$ cat src/rtl/combo_lock_fsm.sv
// rtl/combo_lock_fsm.sv - combination lock master FSM with fail counter, timed lockout and alarm
// Define AUTO_RELOCK_EN to relock automatically after RELOCK_CYC door-closed cycles in UNLOCKED.
module combo_lock_fsm #(
    parameter int DIGITS      = 3,
    parameter int SEL_W       = 2,
    parameter int MAX_FAIL    = 3,
    parameter int FAIL_W      = 2,
    parameter int LOCKOUT_CYC = 1000,
    parameter int CNT_W       = 16,
    parameter int RELOCK_CYC  = 500
) (
    input  logic              clk,
    input  logic              rst,
    input  logic              cnten,
    input  logic              up,
    input  logic              dirch,
    input  logic              doorCls,
    input  logic              lock,
    input  logic              open,
    input  logic              eq,
    output logic              countEn,
    output logic              actuateLock,
    output logic              openCls,
    output logic [SEL_W-1:0]  sel,
    output logic              blank,
    output logic              clrCount,
    output logic              alarm,
    output logic [FAIL_W-1:0] fail_cnt
);

    localparam logic [2:0] S_LOCKED   = 3'd0;
    localparam logic [2:0] S_START    = 3'd1;
    localparam logic [2:0] S_DIGIT    = 3'd2;
    localparam logic [2:0] S_OPEN_P   = 3'd3;
    localparam logic [2:0] S_UNLOCKED = 3'd4;
    localparam logic [2:0] S_LOCK_P   = 3'd5;
    localparam logic [2:0] S_BAD      = 3'd6;
    localparam logic [2:0] S_LOCKOUT  = 3'd7;

    localparam logic [SEL_W-1:0]  LAST_IDX     = SEL_W'(DIGITS - 1);
    localparam logic [FAIL_W-1:0] FAIL_LIMIT   = FAIL_W'(MAX_FAIL);
    localparam logic [CNT_W-1:0]  LOCKOUT_LOAD = CNT_W'(LOCKOUT_CYC - 1);
    localparam logic [CNT_W-1:0]  RELOCK_LAST  = CNT_W'(RELOCK_CYC - 1);

    if (DIGITS < 2 || DIGITS > (1 << SEL_W)) begin : g_bad_digits
        $error("combo_lock_fsm: DIGITS out of range for SEL_W");
    end
    if (MAX_FAIL < 1 || MAX_FAIL > (1 << FAIL_W) - 1) begin : g_bad_max_fail
        $error("combo_lock_fsm: MAX_FAIL out of range for FAIL_W");
    end
    if (LOCKOUT_CYC < 1 || LOCKOUT_CYC > (1 << CNT_W)) begin : g_bad_lockout
        $error("combo_lock_fsm: LOCKOUT_CYC does not fit CNT_W");
    end
    if (RELOCK_CYC < 1 || RELOCK_CYC > (1 << CNT_W)) begin : g_bad_relock
        $error("combo_lock_fsm: RELOCK_CYC does not fit CNT_W");
    end

    logic [2:0]        state;
    logic [SEL_W-1:0]  idx;
    logic [CNT_W-1:0]  timer;
    logic [FAIL_W-1:0] fail_q;
    logic [FAIL_W-1:0] fail_inc;

    assign fail_inc = (fail_q == FAIL_LIMIT) ? fail_q : fail_q + FAIL_W'(1);
    assign fail_cnt = fail_q;

    always_ff @(posedge clk or posedge rst) begin
        if (rst) begin
            state  <= S_LOCKED;
            idx    <= '0;
            timer  <= '0;
            fail_q <= '0;
        end else begin
            case (state)
                S_LOCKED: begin
                    idx <= '0;
                    if (!open) state <= S_START;
                end
                S_START: begin
                    if (!cnten && !up) begin
                        idx   <= '0;
                        state <= S_DIGIT;
                    end
                end
                S_DIGIT: begin
                    // On the last number the open button is checked before any dial reversal.
                    if (idx == LAST_IDX) begin
                        if (!open)              state <= eq ? S_OPEN_P : S_BAD;
                        else if (dirch && !eq)  state <= S_BAD;
                    end else if (dirch) begin
                        if (eq) idx   <= idx + SEL_W'(1);
                        else    state <= S_BAD;
                    end
                end
                S_OPEN_P: begin
                    state  <= S_UNLOCKED;
                    fail_q <= '0;
                    timer  <= '0;
                end
                S_UNLOCKED: begin
`ifdef AUTO_RELOCK_EN
                    if (!lock && !doorCls) begin
                        state <= S_LOCK_P;
                        timer <= '0;
                    end else if (doorCls) begin
                        timer <= '0;
                    end else if (timer == RELOCK_LAST) begin
                        state <= S_LOCK_P;
                        timer <= '0;
                    end else begin
                        timer <= timer + CNT_W'(1);
                    end
`else
                    if (!lock && !doorCls) state <= S_LOCK_P;
`endif
                end
                S_LOCK_P: begin
                    state <= S_LOCKED;
                    idx   <= '0;
                end
                S_BAD: begin
                    fail_q <= fail_inc;
                    idx    <= '0;
                    if (fail_inc == FAIL_LIMIT) begin
                        state <= S_LOCKOUT;
                        timer <= LOCKOUT_LOAD;
                    end else begin
                        state <= S_LOCKED;
                    end
                end
                S_LOCKOUT: begin
                    if (timer == '0) begin
                        state  <= S_LOCKED;
                        fail_q <= '0;
                        idx    <= '0;
                    end else begin
                        timer <= timer - CNT_W'(1);
                    end
                end
                default: begin
                    state <= S_LOCKED;
                    idx   <= '0;
                end
            endcase
        end
    end

    // Outputs are registered decodes of the current state, so they lag state entry by one cycle.
    always_ff @(posedge clk or posedge rst) begin
        if (rst) begin
            blank       <= 1'b1;
            countEn     <= 1'b1;
            clrCount    <= 1'b0;
            sel         <= '0;
            actuateLock <= 1'b0;
            openCls     <= 1'b0;
            alarm       <= 1'b0;
        end else begin
            blank       <= (state == S_LOCKED) || (state == S_UNLOCKED) || (state == S_LOCKOUT);
            countEn     <= (state == S_LOCKED);
            clrCount    <= !((state == S_LOCKED) || (state == S_UNLOCKED) || (state == S_LOCKOUT));
            sel         <= (state == S_DIGIT) ? idx : '0;
            actuateLock <= (state == S_OPEN_P) || ((state == S_LOCK_P) && !doorCls);
            openCls     <= (state == S_OPEN_P);
            alarm       <= (state == S_LOCKOUT);
        end
    end

endmodule

$ cat config.mk
export PLATFORM = sky130hd
export DESIGN_NAME = combo_lock_fsm
export DESIGN_NICKNAME = d
export VERILOG_FILES = /design/src/rtl/combo_lock_fsm.sv
export SDC_FILE = /design/constraint.sdc
export NUM_CORES = 1
export LEC_CHECK = 0
export ABC_AREA = 0
export CAP_MARGIN = 40
export CELL_PAD_IN_SITES_DETAIL_PLACEMENT = 1
export CELL_PAD_IN_SITES_GLOBAL_PLACEMENT = 2
export CORE_UTILIZATION = 39
export CTS_BUF_LIST = sky130_fd_sc_hd__clkbuf_4 sky130_fd_sc_hd__clkbuf_8
export DETAILED_ROUTE_END_ITERATION = 10
export HOLD_SLACK_MARGIN = 0.1
export MAX_ROUTING_LAYER = met4
export PLACE_DENSITY = 0.89
export SYNTH_ARGS = -nofsm -noshare
export SYNTH_HDL_FRONTEND = slang
export SYNTH_SLANG_ARGS = --single-unit
$ cat constraint.sdc
create_clock -name clk -period 3.5 [get_ports clk]
set_input_delay 0.525 -clock clk [delete_from_list [all_inputs] [get_ports clk]]
set_output_delay 0.525 -clock clk [all_outputs]
set_load 0.02 [all_outputs]
==> impl_metrics.py, run 1 <==
metrics = {
    "status": {
        "status": "completed",
    },
    "yosys": {
        "synth_top_area_cell": "dfrtp_1",
        "netlist_instances": 186,
        "syn_area_per_cell_um2": 9.431,
        "synth-async-reset-ratio_pct": 100.0,
        "synth_edf_count": 0,
        "ys_ff_latch": 31,
        "yosys_warnings": 0,
        "ys_top_cells_by_area": "dfrtp_1 (41%), nor2_1 (5.1%), nand3_1 (3.4%), dfstp_2 (3.0%), inv_1 (2.8%)",
        "netlist_area_um2": 1754,
        "syn-num-nets": 197,
        "yosysMostFrequentCell": "dfrtp_1",
        "ys.flop_type": "dfrtp_1",
        "ys_seq_area_share_pct": 44.37,
        "synth.top_cells.by_count": "dfrtp_1 (29), nor2_1 (24), inv_1 (13)",
        "synthDominantCellAreaShare_pct": 41.37,
        "synth.distinct_cells": 54,
    },
    "cells_and_area": {
        "multiInputGateArea_um2": 888.4,
        "seq_area_um2": 778.2,
        "fillers": 513,
        "drive_gt1_share_pct": 12.20,
        "num_antenna_cells": 0,
        "area_growth_pct": 16.98,
        "nets": 215,
    },
    "worst_setup_path": {
        "cp_slowest_cell": "dfrtp_1",
        "critical_path_buf_inv_count": 1,
        "crit_required_ns": 3.71,
        "crit_path_end": "timer[11]",
        "cp_top_family": "compound AO/OA/AOI/OAI gates",
        "ff2ff_setup_slack_ns": 1.01,
        "r2r_start": "state[0]",
        "crit_path_max_fanout": 19,
        "crit_path_max_incr_delay_ns": 0.73,
        "worstSetupPathDepth": 5,
        "crit_start": "state[0]",
        "cp_cell_sequence": "inv_1 -> a21oi_2 -> o21ai_2 -> or4_1 -> a21oi_1",
        "reg2reg_to": "timer[11]",
        "cp-end-kind": "flop",
        "r2r_cells": 5,
        "crit_arrival_ns": 2.70,
        "crit_type": "reg2reg",
        "crit_path_start_kind": "flop",
    },
    "run": {
        "max_cap_violations": 0,
    },
    "sta": {
        "setup_viol": 0,
        "fin_crit_sh_pct": 71.12,
        "fin_tns_setup_ns": 0,
        "fin_crit_ns": 2.489,
        "rsz0062_at_grt": "false",
        "finClkSkew_ns": 0.006080,
        "slew_headroom_pct": 59.47,
        "worst_pin_slew_ns": 0.6080,
        "hold_viol_final": 0,
        "max_freq_ghz": 0.4018,
        "slew_viol_final": 0,
    },
    "min_path": {
        "worstHoldStart": "idx[1]",
        "holdCritPathClass": "reg2reg",
    },
    "routing": {
        "dr.pass1.iters": 4,
        "drtAntennaViolNets": 0,
        "routedWlPerCell_um": 17.74,
        "first_iter_violations": 95,
        "via_per_inst": 5.856,
        "dr_total_vias": 1505,
        "drc": 0,
        "wirelength_mm": 4.560,
    },
    "clock_tree": {
        "ctsResizeCount": 0,
        "clock-sinks": 31,
        "cts.clk_slew.worst_paths_ns": 0.07,
        "htreeDepth": 2,
        "cts_buffers": 5,
        "holdBufCountCts": 0,
        "cts-root-buf": "clkbuf_8",
        "cts_tree": "built",
        "postCtsSetupRepairBufs": 0,
        "clockBufferDepth": 2,
        "clkLatencyLatePin_ns": 0.29,
    },
    "global_route": {
        "antenna_found_initial": 0,
        "grtUsageTotal_pct": 21.70,
        "grt_pass1_wl_mm": 7.872,
        "grt_pass1_vias": 1571,
        "overflow": 0,
        "grt_max_degree": 32,
    },
    "floorplan": {
        "fp.coreArea_um2": 4324,
        "die_w_um": 69.07,
        "fp.dieH_um": 69.07,
        "die_area_um2": 4770,
        "initial_core_util_pct": 40.57,
        "ios": 19,
        "fp-row-count": 24,
    },
    "power": {
        "powerDensity_nw_per_um2": 896.7,
        "peakVddDrop_mv": 0.3658,
        "leakage_nw": 0.8777,
        "power_mw": 1.840,
    },
    "placement": {
        "gp_congestion": 0.8175,
        "io_buffer_count": 18,
        "dp_hpwl_mm": 3.323,
    },
}
==> tightest hold or removal path, stage by stage, from the launching register on <==
cell and delay [ns]:
dfrtp_1 0.40, inv_1 0.06, nor2_1 0.04
==> report_power, final <==
part,internal [mW],total (mW),switching (mW)
clock network,0.136,0.277,0.141
registers,0.480,0.660,0.180
logic,0.374,0.903,0.529
total,0.990,1.84,0.850
==> worst min-delay path by stage <==
stage	end	slack, ns	cells after the start
detailed placement	idx[0]	0.52	1
finish	sel[1]	0.53	2
global placement	timer[1]	0.50	1
global route	sel[1]	0.58	2
floorplan	timer[1]	0.47	1
CTS	sel[1]	0.54	2
==> through the flow <==
step	setup slack, ns	std cells	utilization, %	hold WS, ns	instance area (um2)
after global routing	0.8038	257	47.45	0.5753	2052
after CTS	1.007	257	47.45	0.5393	2052
after detailed placement	1.039	249	45.52	0.5246	1968
final	1.011	257	47.45	0.5325	2052
after global placement	1.178	249	45.52	0.4964	1968
after floorplan	1.522	186	-	0.4729	1754
==> routing by layer <==
metal	part of all wire, %	up-vias	GRT usage (%)
li1	-	712	-
met1	46	757	27.56
met2	48	29	33.23
met3	3.7	7	5.994
met4	1.6	0	7.710
met5	0	-	-
==> placed cells by master, fill, tap and decap left out, types with 3 or more instances in the layout <==
cell type / n
a21oi_1: 8
a22o_1: 3
a32o_1: 3
clkbuf_8: 5
clkdlybuf4s50_1: 18
clkinv_2: 3
dfrtp_1: 29
inv_1: 13
mux2_2: 3
nand2_1: 11
nand3_1: 12
nor2_1: 24
o21ai_0: 8
o31ai_1: 4
or4_1: 4
xnor2_1: 3
==> area by class of cell <==
type                       count  area share, %
multi-input combinational    134          43.29
clock buffer                   5          3.354
sequential                    31          37.93
inverter                      13          2.378
tap                           52          3.171
timing repair buffer          19          9.146
clock inverter                 3         0.7317
==> state kept, by name, indices dropped and copies added, names as in the netlist <==
signal       cells
timer           16
state            3
fail_cnt         2
idx              2
sel              2
actuateLock      1
alarm            1
blank            1
clrCount         1
countEn          1
openCls          1
==> cells by family after synthesis <==
kind of cell	share of synthesized area [%]
AO/OA/AOI/OAI	16.62
multiplexers	2.496
flip-flops	44.37
buffers and inverters	4.993
XOR/XNOR	2.497
adder cells (fa/ha/maj)	1.426
AND/OR/NAND/NOR	27.60
(Power assumes the default switching activity.)
==> run 2, diff against run 1 <==
- CORE_UTILIZATION: 39 -> 36
- PLACE_DENSITY: 0.89 -> 0.83
- clock period: 3.5 -> 2.34 ns (I/O delays scaled with it)
==> run 2 against run 1 <==
  * Non-clock buffer count increased by 7
  * Die area up 8.1%
  * Combinational power is 65% higher
  * First-iteration DRC count is the same
  * Via count rose by 0.20%
  * Final area up 3.9%
  * Flip-flop and latch count unchanged
  * Setup slack lost 0.77 ns
  * Critical path type unchanged
==> impl_metrics.py, run 2 (synthesis gave the netlist of run 1 again) <==
metrics = {
    "power": {
        "p_seq_share_pct": 32.4,
        "power_mw": 2.900,
        "leakage_nw": 0.9220,
        "powerDensity_nw_per_um2": 1360,
        "power_switching_share_pct": 43.94,
        "power_frac_clock_pct": 16.4,
        "switching_power_mw": 1.274,
        "p_int_mw": 1.626,
        "peakVddDrop_mv": 0.6334,
        "combPwrFrac_pct": 51.3,
    },
    "global_route": {
        "grt_pass1_vias": 1608,
        "antenna_found_initial": 0,
        "met2_usage_pct": 32.60,
        "busiest_layer": "met2",
        "overflow": 0,
        "use_met1_pct": 27.64,
        "use_met3_pct": 3.797,
        "grt_max_degree": 17,
        "grtUsageTotal_pct": 20.97,
        "grt_pass1_wl_mm": 8.045,
    },
    "cells_and_area": {
        "nets": 222,
        "drive_gt1_share_pct": 15.57,
        "top_regs": "timer: 16 flops, state: 3 flops",
        "largest_register_ffs": 16,
        "final_util_pct": 45.44,
        "top_register": "timer",
        "num_antenna_cells": 0,
        "final_cell_count_no_fill": 266,
        "area_growth_pct": 21.54,
        "layout_common_cells": "dfrtp_1 (29), nor2_1 (24), clkdlybuf4s50_1 (18)",
        "final_common_cell": "dfrtp_1",
    },
    "worst_setup_path": {
        "ff2ff_setup_slack_ns": 0.24,
        "crit_path_start_kind": "flop",
        "crit_arrival_ns": 2.30,
        "cp_slowest_cell": "nor4_4",
        "r2r_cells": 4,
        "crit_start": "timer[6]",
        "crit_path_max_fanout": 9,
        "r2r_start": "timer[6]",
        "crit_path_max_incr_delay_ns": 0.53,
        "reg2reg_to": "timer[11]",
        "cp_cell_sequence": "nor4_4 -> nand3_1 -> or4_1 -> a21oi_1",
        "cp-end-kind": "flop",
        "crit_required_ns": 2.54,
        "crit_type": "reg2reg",
    },
    "routing": {
        "first_iter_violations": 95,
        "dr_total_vias": 1508,
        "via_per_inst": 5.669,
        "dr.pass1.iters": 4,
        "drc": 0,
        "drtAntennaViolNets": 0,
        "routedWlPerCell_um": 17.28,
        "wirelength_mm": 4.596,
    },
    "floorplan": {
        "die_w_um": 71.81,
        "ios": 19,
        "initial_core_util_pct": 37.39,
        "die_area_um2": 5156,
        "fp.dieH_um": 71.81,
        "fp-row-count": 25,
        "fp.coreArea_um2": 4692,
    },
    "sta": {
        "hold_viol_final": 0,
        "slew_headroom_pct": 66.13,
        "max_freq_ghz": 0.4761,
        "finClkSkew_ns": 0.002840,
        "fin_tns_setup_ns": 0,
        "worst_pin_slew_ns": 0.5042,
        "slew_viol_final": 0,
        "setup_viol": 0,
        "fin_crit_ns": 2.101,
        "rsz0062_at_grt": "false",
        "fin_crit_sh_pct": 89.77,
    },
    "clock_tree": {
        "cts.clk_slew.worst_paths_ns": 0.06,
        "cts_tree": "built",
        "cts-root-buf": "clkbuf_8",
        "ctsResizeCount": 0,
        "postCtsSetupRepairBufs": 0,
        "clock-sinks": 31,
        "holdBufCountCts": 0,
        "clkLatencyLatePin_ns": 0.28,
        "htreeDepth": 2,
        "clockBufferDepth": 2,
        "cts_buffers": 5,
    },
    "placement": {
        "gp_congestion": 0.8429,
        "placed_cells": 258,
        "dp_hpwl_mm": 3.368,
        "io_buffer_count": 18,
    },
    "min_path": {
        "holdCritPathClass": "in2async",
    },
    "run": {
        "max_cap_violations": 0,
    },
    "status": {
        "status": "completed",
    },
}
==> run 2: worst max path at each step <==
stage | slack, ns | end
floorplan | 0.36 | timer[0]
finish | 0.24 | timer[11]
global placement | 0.31 | timer[0]
global route | 0.09 | timer[13]
CTS | 0.14 | timer[0]
detailed placement | 0.15 | timer[0]
==> run 2: cell type report <==
cell class	count	area, um2
Multi-Input combinational cell	134	893.4
Tap cell	54	67.56
Timing Repair Buffer	26	240.2
Sequential cell	31	778.2
Inverter	13	48.80
Clock buffer	8	103.9
Fill cell	535	2560
==> run 2: power groups by stage <==
| stage | combinational [mW] | sequential [mW] | clock, mW |
|---|---|---|---|
| finish | 1.49 | 0.938 | 0.474 |
| global route | 1.64 | 0.968 | 0.507 |
| global placement | 1.44 | 0.924 | 0 |
| CTS | 1.48 | 0.932 | 0.490 |
| detailed placement | 1.47 | 0.938 | 0 |
| floorplan | 0.999 | 0.931 | 0 |
==> run 2: metal layers <==
metal	part of all wire, %	vias up
met5	0	-
met4	1.0	0
met3	1.7	5
met2	48	16
met1	49	762
li1	-	725
==> run 2: per-stage QoR <==
| step | hold slack, ns | cell area (um2) | setup slack, ns |
|---|---|---|---|
| 2_1_floorplan | 0.4530 | 1754 | 0.3622 |
| 3_3_place_gp | 0.4846 | 2023 | 0.3140 |
| 3_5_place_dp | 0.4998 | 2023 | 0.1482 |
| 4_1_cts | 0.4256 | 2127 | 0.1373 |
| 5_1_grt | 0.4845 | 2132 | 0.09207 |
| 6_report | 0.4196 | 2132 | 0.2394 |
==> run 2: worst max-delay path: cells and delay by family, from the launching register on <==
family / cells / cell delay (ns)
AOI/OAI and AO/OA: 1 / 0.16
DFF: 1 / 0.50
and+or+nand+nor: 3 / 1.37
==> run 3, diff against run 2 <==
- CAP_MARGIN: 40 -> 20
- SKIP_CTS_REPAIR_TIMING: unset -> 1
==> results of run 3 <==
The final DEF is identical to that of run 2; final timing and power are the same.
